<file path="src/rtl/onehot_seq_pkg.sv">
// rtl/onehot_seq_pkg.sv - state indices, one-hot state constants and fill-width helper for onehot_seq_detector
package onehot_seq_pkg;

    localparam int S_IDLE = 0;
    localparam int S_LOAD = 1;
    localparam int S_RUN  = 2;

    localparam logic [2:0] ST_IDLE = 3'b001 << S_IDLE;
    localparam logic [2:0] ST_LOAD = 3'b001 << S_LOAD;
    localparam logic [2:0] ST_RUN  = 3'b001 << S_RUN;

    // Fill counter must reach PAT_W exactly and saturate there.
    function automatic int fill_width(input int pat_w);
        return $clog2(pat_w + 1);
    endfunction

endpackage

</file>
<file path="src/rtl/onehot_seq_chan.sv">
// rtl/onehot_seq_chan.sv - one serial channel: history shift register, fill count, det pulse, optional hit counter
// Hit counter present only when ONEHOT_HIT_CNT_EN is defined.
module onehot_seq_chan
    import onehot_seq_pkg::*;
#(
    parameter int PAT_W   = 4,
    parameter int OVERLAP = 1
`ifdef ONEHOT_HIT_CNT_EN
    ,
    parameter int CNT_W   = 8
`endif
) (
    input  logic             clk,
    input  logic             rst,
    input  logic             run,
    input  logic             flush,
    input  logic             clear,
    input  logic [PAT_W-1:0] pattern,
    input  logic             in_valid,
    input  logic             in_bit,
    output logic             det
`ifdef ONEHOT_HIT_CNT_EN
    ,
    output logic [CNT_W-1:0] hit_cnt
`endif
);

    localparam int               FILL_W    = fill_width(PAT_W);
    localparam logic [FILL_W-1:0] FILL_FULL = FILL_W'(PAT_W);

    logic [PAT_W-1:0]  hist;
    logic [PAT_W-1:0]  hist_n;
    logic [FILL_W-1:0] fill;
    logic [FILL_W-1:0] fill_n;
    logic              sample;
    logic              hit;

    always_comb begin
        hist_n = {hist[PAT_W-2:0], in_bit};
        fill_n = (fill == FILL_FULL) ? FILL_FULL : fill + FILL_W'(1);
        sample = run && !flush && !clear && in_valid;
        hit    = sample && (hist_n == pattern) && (fill_n == FILL_FULL);
    end

    always_ff @(posedge clk or posedge rst) begin
        if (rst) begin
            hist <= '0;
            fill <= '0;
            det  <= 1'b0;
        end else if (flush || clear) begin
            hist <= '0;
            fill <= '0;
            det  <= 1'b0;
        end else begin
            det <= hit;
            if (sample) begin
                hist <= hist_n;
                // Non-overlapping mode: a match consumes its bits.
                fill <= (hit && (OVERLAP == 0)) ? '0 : fill_n;
            end
        end
    end

`ifdef ONEHOT_HIT_CNT_EN
    // Cleared on LOAD only; clear leaves the running totals intact.
    always_ff @(posedge clk or posedge rst) begin
        if (rst) begin
            hit_cnt <= '0;
        end else if (flush) begin
            hit_cnt <= '0;
        end else if (hit && (hit_cnt != {CNT_W{1'b1}})) begin
            hit_cnt <= hit_cnt + CNT_W'(1);
        end
    end
`endif

endmodule

</file>
<file path="src/rtl/onehot_seq_detector.sv">
// rtl/onehot_seq_detector.sv - multi-channel serial pattern detector with one-hot IDLE/LOAD/RUN control FSM
// Per-channel hit counters and the hit_cnt port exist only when ONEHOT_HIT_CNT_EN is defined.
module onehot_seq_detector
    import onehot_seq_pkg::*;
#(
    parameter int NUM_CH  = 2,
    parameter int PAT_W   = 4,
    parameter int OVERLAP = 1,
    parameter int CNT_W   = 8
) (
    input  logic                    clk,
    input  logic                    rst,
    input  logic                    cfg_load,
    input  logic [PAT_W-1:0]        cfg_pattern,
    input  logic                    clear,
    input  logic [NUM_CH-1:0]       in_valid,
    input  logic [NUM_CH-1:0]       in_bit,
    output logic [NUM_CH-1:0]       det,
    output logic [2:0]              state_oh
`ifdef ONEHOT_HIT_CNT_EN
    ,
    output logic [NUM_CH*CNT_W-1:0] hit_cnt
`endif
);

    if (PAT_W < 2 || CNT_W < 1) begin : g_bad_params
        $error("onehot_seq_detector: PAT_W must be >= 2 and CNT_W >= 1");
    end

    logic [2:0]       state_n;
    logic [PAT_W-1:0] pattern;
    logic             run;
    logic             flush;

    // clear overrides everything; any non-one-hot value falls back to IDLE.
    always_comb begin
        state_n = ST_IDLE;
        if (!clear) begin
            case (state_oh)
                ST_IDLE: state_n = cfg_load ? ST_LOAD : ST_IDLE;
                ST_LOAD: state_n = ST_RUN;
                ST_RUN:  state_n = cfg_load ? ST_LOAD : ST_RUN;
                default: state_n = ST_IDLE;
            endcase
        end
    end

    always_ff @(posedge clk or posedge rst) begin
        if (rst) begin
            state_oh <= ST_IDLE;
            pattern  <= '0;
        end else begin
            state_oh <= state_n;
            if (state_n == ST_LOAD) begin
                pattern <= cfg_pattern;
            end
        end
    end

    always_comb begin
        run   = (state_oh == ST_RUN);
        flush = (state_oh == ST_LOAD);
    end

    for (genvar c = 0; c < NUM_CH; c++) begin : g_chan
        onehot_seq_chan #(
            .PAT_W   (PAT_W),
            .OVERLAP (OVERLAP)
`ifdef ONEHOT_HIT_CNT_EN
            ,
            .CNT_W   (CNT_W)
`endif
        ) u_chan (
            .clk      (clk),
            .rst      (rst),
            .run      (run),
            .flush    (flush),
            .clear    (clear),
            .pattern  (pattern),
            .in_valid (in_valid[c]),
            .in_bit   (in_bit[c]),
            .det      (det[c])
`ifdef ONEHOT_HIT_CNT_EN
            ,
            .hit_cnt  (hit_cnt[c*CNT_W +: CNT_W])
`endif
        );
    end

endmodule

</file>
<file path="config.mk">
export PLATFORM = sky130hd
export DESIGN_NAME = onehot_seq_detector
export DESIGN_NICKNAME = d
export VERILOG_FILES = /design/src/rtl/onehot_seq_pkg.sv /design/src/rtl/onehot_seq_chan.sv /design/src/rtl/onehot_seq_detector.sv
export SDC_FILE = /design/constraint.sdc
export NUM_CORES = 1
export LEC_CHECK = 0
export BUFFER_PORTS_ARGS = -buffer_cell sky130_fd_sc_hd__buf_2
export CAP_MARGIN = 20
export CORE_MARGIN = 4
export CORE_UTILIZATION = 58
export CTS_BUF_LIST = sky130_fd_sc_hd__clkbuf_8
export DETAILED_ROUTE_END_ITERATION = 6
export PLACE_DENSITY_LB_ADDON = 0.25
export SYNTH_ARGS = -nofsm -noshare
export SYNTH_HDL_FRONTEND = slang
export SYNTH_HIERARCHICAL = 1
export SYNTH_SLANG_ARGS = --single-unit
</file>
<file path="constraint.sdc">
create_clock -name clk -period 2.3 [get_ports clk]
set_input_delay 0.345 -clock clk [delete_from_list [all_inputs] [get_ports clk]]
set_output_delay 0.345 -clock clk [all_outputs]
set_load 0.005 [all_outputs]
</file>
After elaboration in Yosys (flattened, before gate mapping)
Index checks and enable logic that the tools add are counted.
{"block": "word_totals", "inputBits": 12, "ff_bits": 21, "latchBits": 0, "mem_bits_ro": 0, "output_inout_bits": 5, "mem_count": 0, "ram_bits": 0}
{"block": "classes", "magnitude_cmp": 0, "shift": 0, "div_mod_pow": 0, "multipliers": 0, "n_reduce_logical": 13, "n_addsub": 2, "n_bitwise": 0, "n_eq_ne": 10, "mux": 16}
{"operator": "$mux W3", "n": 12}
{"operator": "$eq A3 B3 Y1 const B", "n": 5}
{"operator": "$pmux W3 S3", "n": 1}
{"operator": "$eq A4 B4 Y1", "n": 2}
{"operator": "$logic_and A1 B1 Y1", "n": 8}
{"operator": "$add A3 B1 Y3 const B", "n": 2}
{"operator": "$eq A3 B2 Y1 const B", "n": 2}
{"operator": "$reduce_bool A2 Y1", "n": 2}
{"operator": "$eq A3 B1 Y1 const B", "n": 1}
{"operator": "$logic_not A1 Y1", "n": 2}
{"operator": "$mux W1", "n": 2}
{"operator": "$mux W2", "n": 1}
{"operator": "$logic_or A1 B1 Y1", "n": 1}

Logic depth before layout (Yosys ltp)
Gate-level depths: netlist of the first run.
{"block": "logic_depth", "word_depth": 8, "mapped_depth": 6}

Hierarchy
Netlist of the first run, hierarchy kept.
{"mod": "onehot_seq_chan", "n_inst": 2, "area_each_um2": 416.6, "cells_per_inst": 45}
{"mod": "onehot_seq_detector", "n_inst": 1, "area_each_um2": 320.3, "cells_per_inst": 25}

Worst setup path after synthesis of the first run
No wires, ideal clock.
{"block": "synth_timing", "path_type": "reg2reg", "from": "register state_oh[2]", "to": "register g_chan[0].u_chan.det", "path_buffers": 0, "path_slack_ps": 145, "setup_time_ps": 96, "t_arrival_ps": 2059, "period_less_slack_ps": 2155, "path_stages_with_launch": 5, "t_required_ps": 2204, "cell_sequence": "dfrtp_1 -> nor3b_1 -> nand2_1 -> or3_2 -> nor4_2"}
{"item": "start, declared", "line_no": "onehot_seq_detector.sv:19", "source": "output logic [2:0] state_oh"}
{"item": "start signal, assigned", "line_no": "onehot_seq_detector.sv:53", "source": "state_oh <= state_n;"}
{"item": "$eq A3 B3 Y1", "line_no": "onehot_seq_detector.sv:61", "source": "run = (state_oh == ST_RUN);"}
{"item": "via run", "line_no": "onehot_seq_detector.sv:32", "source": "logic run;"}
{"item": "$logic_and A1 B1 Y1 (3 in series)", "line_no": "onehot_seq_chan.sv:41", "source": "sample = run && !flush && !clear && in_valid;"}
{"item": "$logic_and A1 B1 Y1 (2 in series)", "line_no": "onehot_seq_chan.sv:42", "source": "hit = sample && (hist_n == pattern) && (fill_n == FILL_FULL);"}
{"item": "$mux W1", "line_no": "onehot_seq_chan.sv:50", "source": "end else if (flush || clear) begin"}
{"item": "end signal, assigned", "line_no": "onehot_seq_chan.sv:55", "source": "det <= hit;"}
{"item": "end, declared", "line_no": "onehot_seq_chan.sv:21", "source": "output logic det"}
The timed path passes the listed nets, and every way through them passes these cells.
A chain may end at the register's enable or synchronous reset.

Worst setup path in the final report of the first run
{"block": "layout_timing", "from": "register state_oh[0]", "to": "register g_chan[1].u_chan.det"}
{"block": "layout_via", "elab_chain_cells": 8}
{"item": "$eq A3 B2 Y1 *", "line_no": "onehot_seq_detector.sv:62", "source": "flush = (state_oh == ST_LOAD);"}
{"item": "via flush", "line_no": "onehot_seq_detector.sv:33", "source": "logic flush;"}
{"item": "$logic_not A1 Y1", "line_no": "onehot_seq_chan.sv:41"}
{"item": "$logic_and A1 B1 Y1 (3 in series)", "line_no": "onehot_seq_chan.sv:41"}
{"item": "$logic_and A1 B1 Y1 (2 in series)", "line_no": "onehot_seq_chan.sv:42"}
{"item": "$mux W1 *", "line_no": "onehot_seq_chan.sv:50"}
{"item": "end signal, assigned", "line_no": "onehot_seq_chan.sv:55"}
{"item": "end, declared", "line_no": "onehot_seq_chan.sv:21"}
Mark *: on every way through the listed nets, which the timed path passes. The rest lies on a longest branch.

==> impl_metrics.toml, run 1 <==
[outcome]
status = "finished, final reports clean"

[critical_path]
arrival_ns = 2.09
worstSetupPathType = "flip-flop to flip-flop"
crit_chain = "nor2b_1 -> and2b_2 -> or2_1 -> or3_4 -> nor4_2"
worstPathMaxFanout = 7
cp.required_ns = 2.46
r2r-start = "state_oh[0]"
slowest_delay_ns = 0.59
crit_start = "state_oh[0]"
worst_setup_path_end_kind = "flip-flop"
start_kind = "flip-flop"
crit_buf_inv = 0
crit_slowest_cell = "dfstp_2"
cpLargestDelayFamily = "simple AND/OR/NAND/NOR gates"

[sta]
period_share = 0.835
drv_slew = 0
final.setup.tns_ns = 0
clock.fmax_ghz = 0.520
finalHoldWorstSlack_ns = 0.0313
finalHoldViolCount = 0
slew_headroom = 0.758
finalClockSkew_ns = 0.00118
worstMarginPinSlew_ns = 0.360
setup_violations = 0
rsz0062_at_grt = "false"
post-route-min-period_ns = 1.92

[finish]
design_area_mm2 = 0.00129
final_common_cell = "dfrtp_1"
most-common-layout-cells = "20 x dfrtp_1, 16 x nand2_1, 16 x buf_2"
area_growth_pct = 12.3
nNetsFinal = 151
diodes = 0
fillers = 144
drive_gt1_frac = 0.246

[yosys]
avgSynthCellArea_um2 = 10.0
synth_cell_type_count = 29
synth_top_family_by_area = "simple AND/OR/NAND/NOR gates"
seq_area_frac_synth = 0.457
synth_compound_area_frac = 0.105
synth_edf_count = 0
postSynthCellCount = 115
yosys_warnings = 6
synthAdderAreaFrac = 0.0434
synth_xor_area_frac = 0.0683
postSynth.asyncResetShare = 1.00
synthMuxAreaShare = 0.0477
synth_ff_type = "dfrtp_1"
synth_nets = 131
synthSimpleGateAreaFrac = 0.230
ys_ff_latch = 21
synth_area_mm2 = 0.00115

[grt]
gr-total-overflow = 0
track_usage = 0.188
grt_max_degree = 13
grt_first_pass_wirelength_mm = 3.85
grt_pass1_vias = 892
antenna_found_initial = 0

[route]
dr.first_iter.drc_count = 17
firstDrtPassIters = 4
wl_per_cell_um = 13.6
vias = 876
drt_wl_total_mm = 2.16
drc = 0
drtAntennaViolNets = 0
vias_per_cell = 5.51

[placement]
place.port_buffers = 16
hpwl_mm = 1.63
dpl_cell_area_mm2 = 0.00125
gp_congestion = 0.786

[clock_network]
htree_levels = 1
clk_pin_slew_ns = 0.07
postCtsHoldBufs = 0
cts_tree = "built"
clock_latency_ns = 0.25
cts_num_sinks = 21
post_cts_resized = 0
clockRootBuffer = "clkbuf_8"
post_cts_buffers = 0
cts-buffers-inserted = 3
clockBufferDepth = 2

[pwr]
p_leak_nw = 0.589
power.density_mw_per_mm2 = 577
irDropWorstVdd_mv = 0.378
finalPower_mw = 0.747

[die]
dieArea_mm2 = 0.00277
die_h_um = 52.6
ios = 17
die_w_um = 52.6
coreArea_mm2 = 0.00180
fp-row-count = 15
initial_core_util = 0.640

[job]
cap_violations = 0

[worst_hold_path]
hold_path.class = "primary input to async pin"
kinds of logic (layout without fill, tap and decap cells):
group | count (synthesis) | in the layout
AO/OA/AOI/OAI | 20 | 20
adder cells (fa/ha/maj) | 4 | 4
buffers and inverters | 11 | 30
XOR/XNOR | 9 | 9
AND/OR/NAND/NOR | 45 | 45
flip-flops | 21 | 21
multiplexers | 5 | 5
path summary, 6_finish.rpt:
path | endpoint | slack (ns) | cells after the start
worst max-delay path | g_chan[1].u_chan/det | 0.38 | 5
worst min-delay path | state_oh[1] | 0.03 | 2
worst max register to register | g_chan[1].u_chan/det | 0.38 | 5
worst min register to register | g_chan[1].u_chan/fill[1] | 0.56 | 2
max in group asynchronous | state_oh[0] | 2.00 | 2
min in group clk | pattern[1] | 0.32 | 2
state kept, by name, indices dropped and copies added, names as in the netlist:
name and count:
g_chan.u_chan/fill 6, state_oh 3, g_chan.u_chan/det 2, g_chan.u_chan/hist 6, pattern 4
per-stage QoR:
stage / util / worst slack [ns] / cells
detailed placement: 0.694 / 0.398 / 155
finish: 0.719 / 0.378 / 159
CTS: 0.719 / 0.383 / 159
global route: 0.719 / 0.300 / 159
global placement: 0.694 / 0.482 / 155
floorplan: - / 0.145 / 115
final cells by class:
type,instances,area [um^2],area share
multi-input combinational,83,571,0.441
clock inverter,1,3.75,0.00290
tap,25,31.3,0.0242
inverter,9,33.8,0.0261
timing repair buffer,17,87.6,0.0676
sequential,21,527,0.407
clock buffer,3,41.3,0.0319
Yosys cell counts (3+ instances only):
cell	instances	area, um^2
dfrtp_1	20	500
a21oi_1	10	50.1
xnor2_1	8	70.1
nand3_1	10	50.1
mux2_2	4	45.0
nand2_1	16	60.1
nor2_1	3	11.3
and3b_1	3	26.3
ha_1	4	50.1
inv_1	9	33.8
layer usage:
metal,vias up,GRT usage,part of all wire
li1,433,-,-
met1,418,0.237,0.43
met2,23,0.333,0.51
met3,2,0.0199,0.043
met4,0,0.0638,0.0074
met5,-,0,0
power by group:
group | switching [mW] | internal (mW)
sequential | 0.0279 | 0.390
combinational | 0.0451 | 0.0539
clock | 0.111 | 0.119
No activity file was read; power rests on OpenSTA's default activity.
==> run 2, diff against run 1 <==
Settings changed: ABC_AREA from default to 1.
Clock period 2.3 ns to 2 ns, I/O delays scaled along.
==> run 2 against run 1 <==
  * Total power rose by 20%
  * Area after synthesis rose by 1.4%
  * Clock skew is 0.0044 ns higher
  * Sequential power rose by 16%
  * Synthesized cell count grew 32%
  * Sequential share of layout area decreased by 1.3 points
==> impl_metrics.toml, run 2 <==
[clock_network]
post_cts_buffers = 0
post_cts_resized = 0
clock_latency_ns = 0.25
cts_num_sinks = 21
cts-buffers-inserted = 3
htree_levels = 1
cts_tree = "built"
clockBufferDepth = 2
clockRootBuffer = "clkbuf_8"
clk_pin_slew_ns = 0.07

[yosys]
synth_ff_type = "dfrtp_1"
synth_area_mm2 = 0.00117
seq_area_frac_synth = 0.450
postSynth.asyncResetShare = 1.00
ys_top_cells_by_area = "dfrtp_1 43%, nand2_1 13%, inv_1 11%"
synth_top_area_cell = "dfrtp_1"
synth_nets = 168
yosys.area.top_type_share = 0.428
ys_top_cells_by_count = "40 x nand2_1, 33 x inv_1, 20 x dfrtp_1"
post-synth-top-count-cell = "nand2_1"
postSynthCellCount = 152
synth_cell_type_count = 18
ys_ff_latch = 21
synth_edf_count = 0
yosys_warnings = 6
avgSynthCellArea_um2 = 7.70

[sta]
finalHoldViolCount = 0
finalClockSkew_ns = 0.00562
post-route-min-period_ns = 1.50
clock.fmax_ghz = 0.665
rsz0062_at_grt = "false"
final.setup.tns_ns = 0
period_share = 0.752
setup_violations = 0
worstMarginPinSlew_ns = 0.275
slew_headroom = 0.816
drv_slew = 0

[grt]
grt_pass1_vias = 948
gr-total-overflow = 0
track_usage = 0.202
antenna_found_initial = 0
grt_max_degree = 12
grt_first_pass_wirelength_mm = 4.05

[die]
die_w_um = 52.9
initial_core_util = 0.643
die_h_um = 52.9
ios = 17
dieArea_mm2 = 0.00280
fp-row-count = 15
coreArea_mm2 = 0.00182

[worst_hold_path]
holdPathEnd = "pattern[3]"
hold_start = "cfg_pattern[3]"
hold_path.class = "primary input to flip-flop"
hold_path_depth = 3

[finish]
area_growth_pct = 14.2
nNetsFinal = 190
diodes = 0
top_regs = "g_chan.u_chan/fill (6), g_chan.u_chan/hist (6), pattern (4)"
drive_gt1_frac = 0.197
most-common-layout-cells = "40 x nand2_1, 34 x inv_1, 20 x dfrtp_1, 16 x buf_2, 14 x nor2_1"
fillers = 151
final_common_cell = "nand2_1"
design_area_mm2 = 0.00134

[critical_path]
crit_chain = "inv_1 -> nand3_1 -> inv_1 -> nor2_4 -> nand2_1 -> nor2_1 -> nand3_1 -> nor2_1"
slowest_delay_ns = 0.57
arrival_ns = 1.68
crit_buf_inv = 2
worstSetupPathType = "flip-flop to flip-flop"
cpLargestDelayFamily = "simple AND/OR/NAND/NOR gates"
crit_slowest_cell = "dfstp_2"
r2r_cells = 8
worstPathMaxFanout = 4
start_kind = "flip-flop"
cp.required_ns = 2.18
reg2reg_slack_ns = 0.50
r2r_end = "g_chan[1].u_chan/det"
r2r-start = "state_oh[0]"
worst_setup_path_end_kind = "flip-flop"

[route]
vias = 989
drt_wl_total_mm = 2.24
wl_per_cell_um = 11.3
vias_per_cell = 4.99
drc = 0
dr.first_iter.drc_count = 22
drtAntennaViolNets = 0
firstDrtPassIters = 4

[placement]
hpwl_mm = 1.77
dpl_cell_area_mm2 = 0.00128
gp_congestion = 0.863
place.port_buffers = 16

[job]
cap_violations = 0

[pwr]
p_leak_nw = 0.738
power.density_mw_per_mm2 = 671
irDropWorstVdd_mv = 0.534

[outcome]
status = "finished, final reports clean"
==> run 2: changes by cell type after synthesis, sizes merged, moves of 6 or more <==
cell   change
nand2     +27
o22ai      +8
xnor2      -6
nor2      +15
a21oi      -9
inv       +27
==> run 2: kinds of logic (layout without fill, tap and decap cells) <==
logic type,count (synthesis),in the layout,share of synthesized area
compound gates,15,15,0.0759
flops,21,21,0.450
fa+ha+maj,4,4,0.0428
simple gates,74,74,0.301
buf+inv,36,57,0.116
xor+xnor,2,2,0.0150
==> run 2: worst reg2reg max path, delay by kind of cell (launching register included) <==
kind	cells	cell delay [ns]
simple gates	6	0.69
flops	1	0.57
buf+inv	2	0.17
==> run 2: area by class of cell <==
cell class,count,area [um^2],share of cell area
clock buffers,3,41.3,0.0309
flip-flops and latches,21,527,0.394
inverters,36,135,0.101
repair buffers,17,90.1,0.0674
well taps,25,31.3,0.0234
multi-input cells,95,508,0.380
clock inverters,1,3.75,0.00281
==> run 2: per-stage QoR <==
stage	worst slack, ns	utilization	hold WS [ns]	cells	total power, mW
floorplan	0.678	-	0.103	152	0.590
finish	0.495	0.734	0.282	198	0.896
CTS	0.495	0.734	0.282	198	0.902
global placement	0.567	0.704	0.261	193	0.632
detailed placement	0.539	0.704	0.265	193	0.642
global route	0.354	0.734	0.287	198	0.958
==> run 2: repair_timing <==
item,in CTS,in global routing
hold buffers,1,0
endpoints found under the hold margin,18,0
setup endpoints to repair,0,0
==> run 2: how the worst max path moves through the flow <==
stage,cells past startpoint,slack (ns),to,from
finish,8,0.50,g_chan[1].u_chan/det,state_oh[0]
detailed placement,8,0.54,g_chan[1].u_chan/det,state_oh[0]
CTS,8,0.50,g_chan[1].u_chan/det,state_oh[0]
global route,8,0.35,g_chan[1].u_chan/det,state_oh[0]
global placement,8,0.57,g_chan[1].u_chan/det,state_oh[0]
floorplan,7,0.68,g_chan[0].u_chan/fill[2],state_oh[0]
==> run 2: routing by layer <==
metal	vias up	share of wire	track usage
met4	0	0.015	0.0894
li1	502	-	-
met3	4	0.043	0.0310
met5	-	0	0
met1	454	0.45	0.263
met2	29	0.49	0.329
==> run 2: report_power, final <==
group | switching (mW) | leakage [nW] | internal [mW] | total, mW
Combinational | 0.0928 | 0.428 | 0.0597 | 0.152
Sequential | 0.0327 | 0.283 | 0.450 | 0.483
Clock | 0.125 | 0.0269 | 0.136 | 0.261
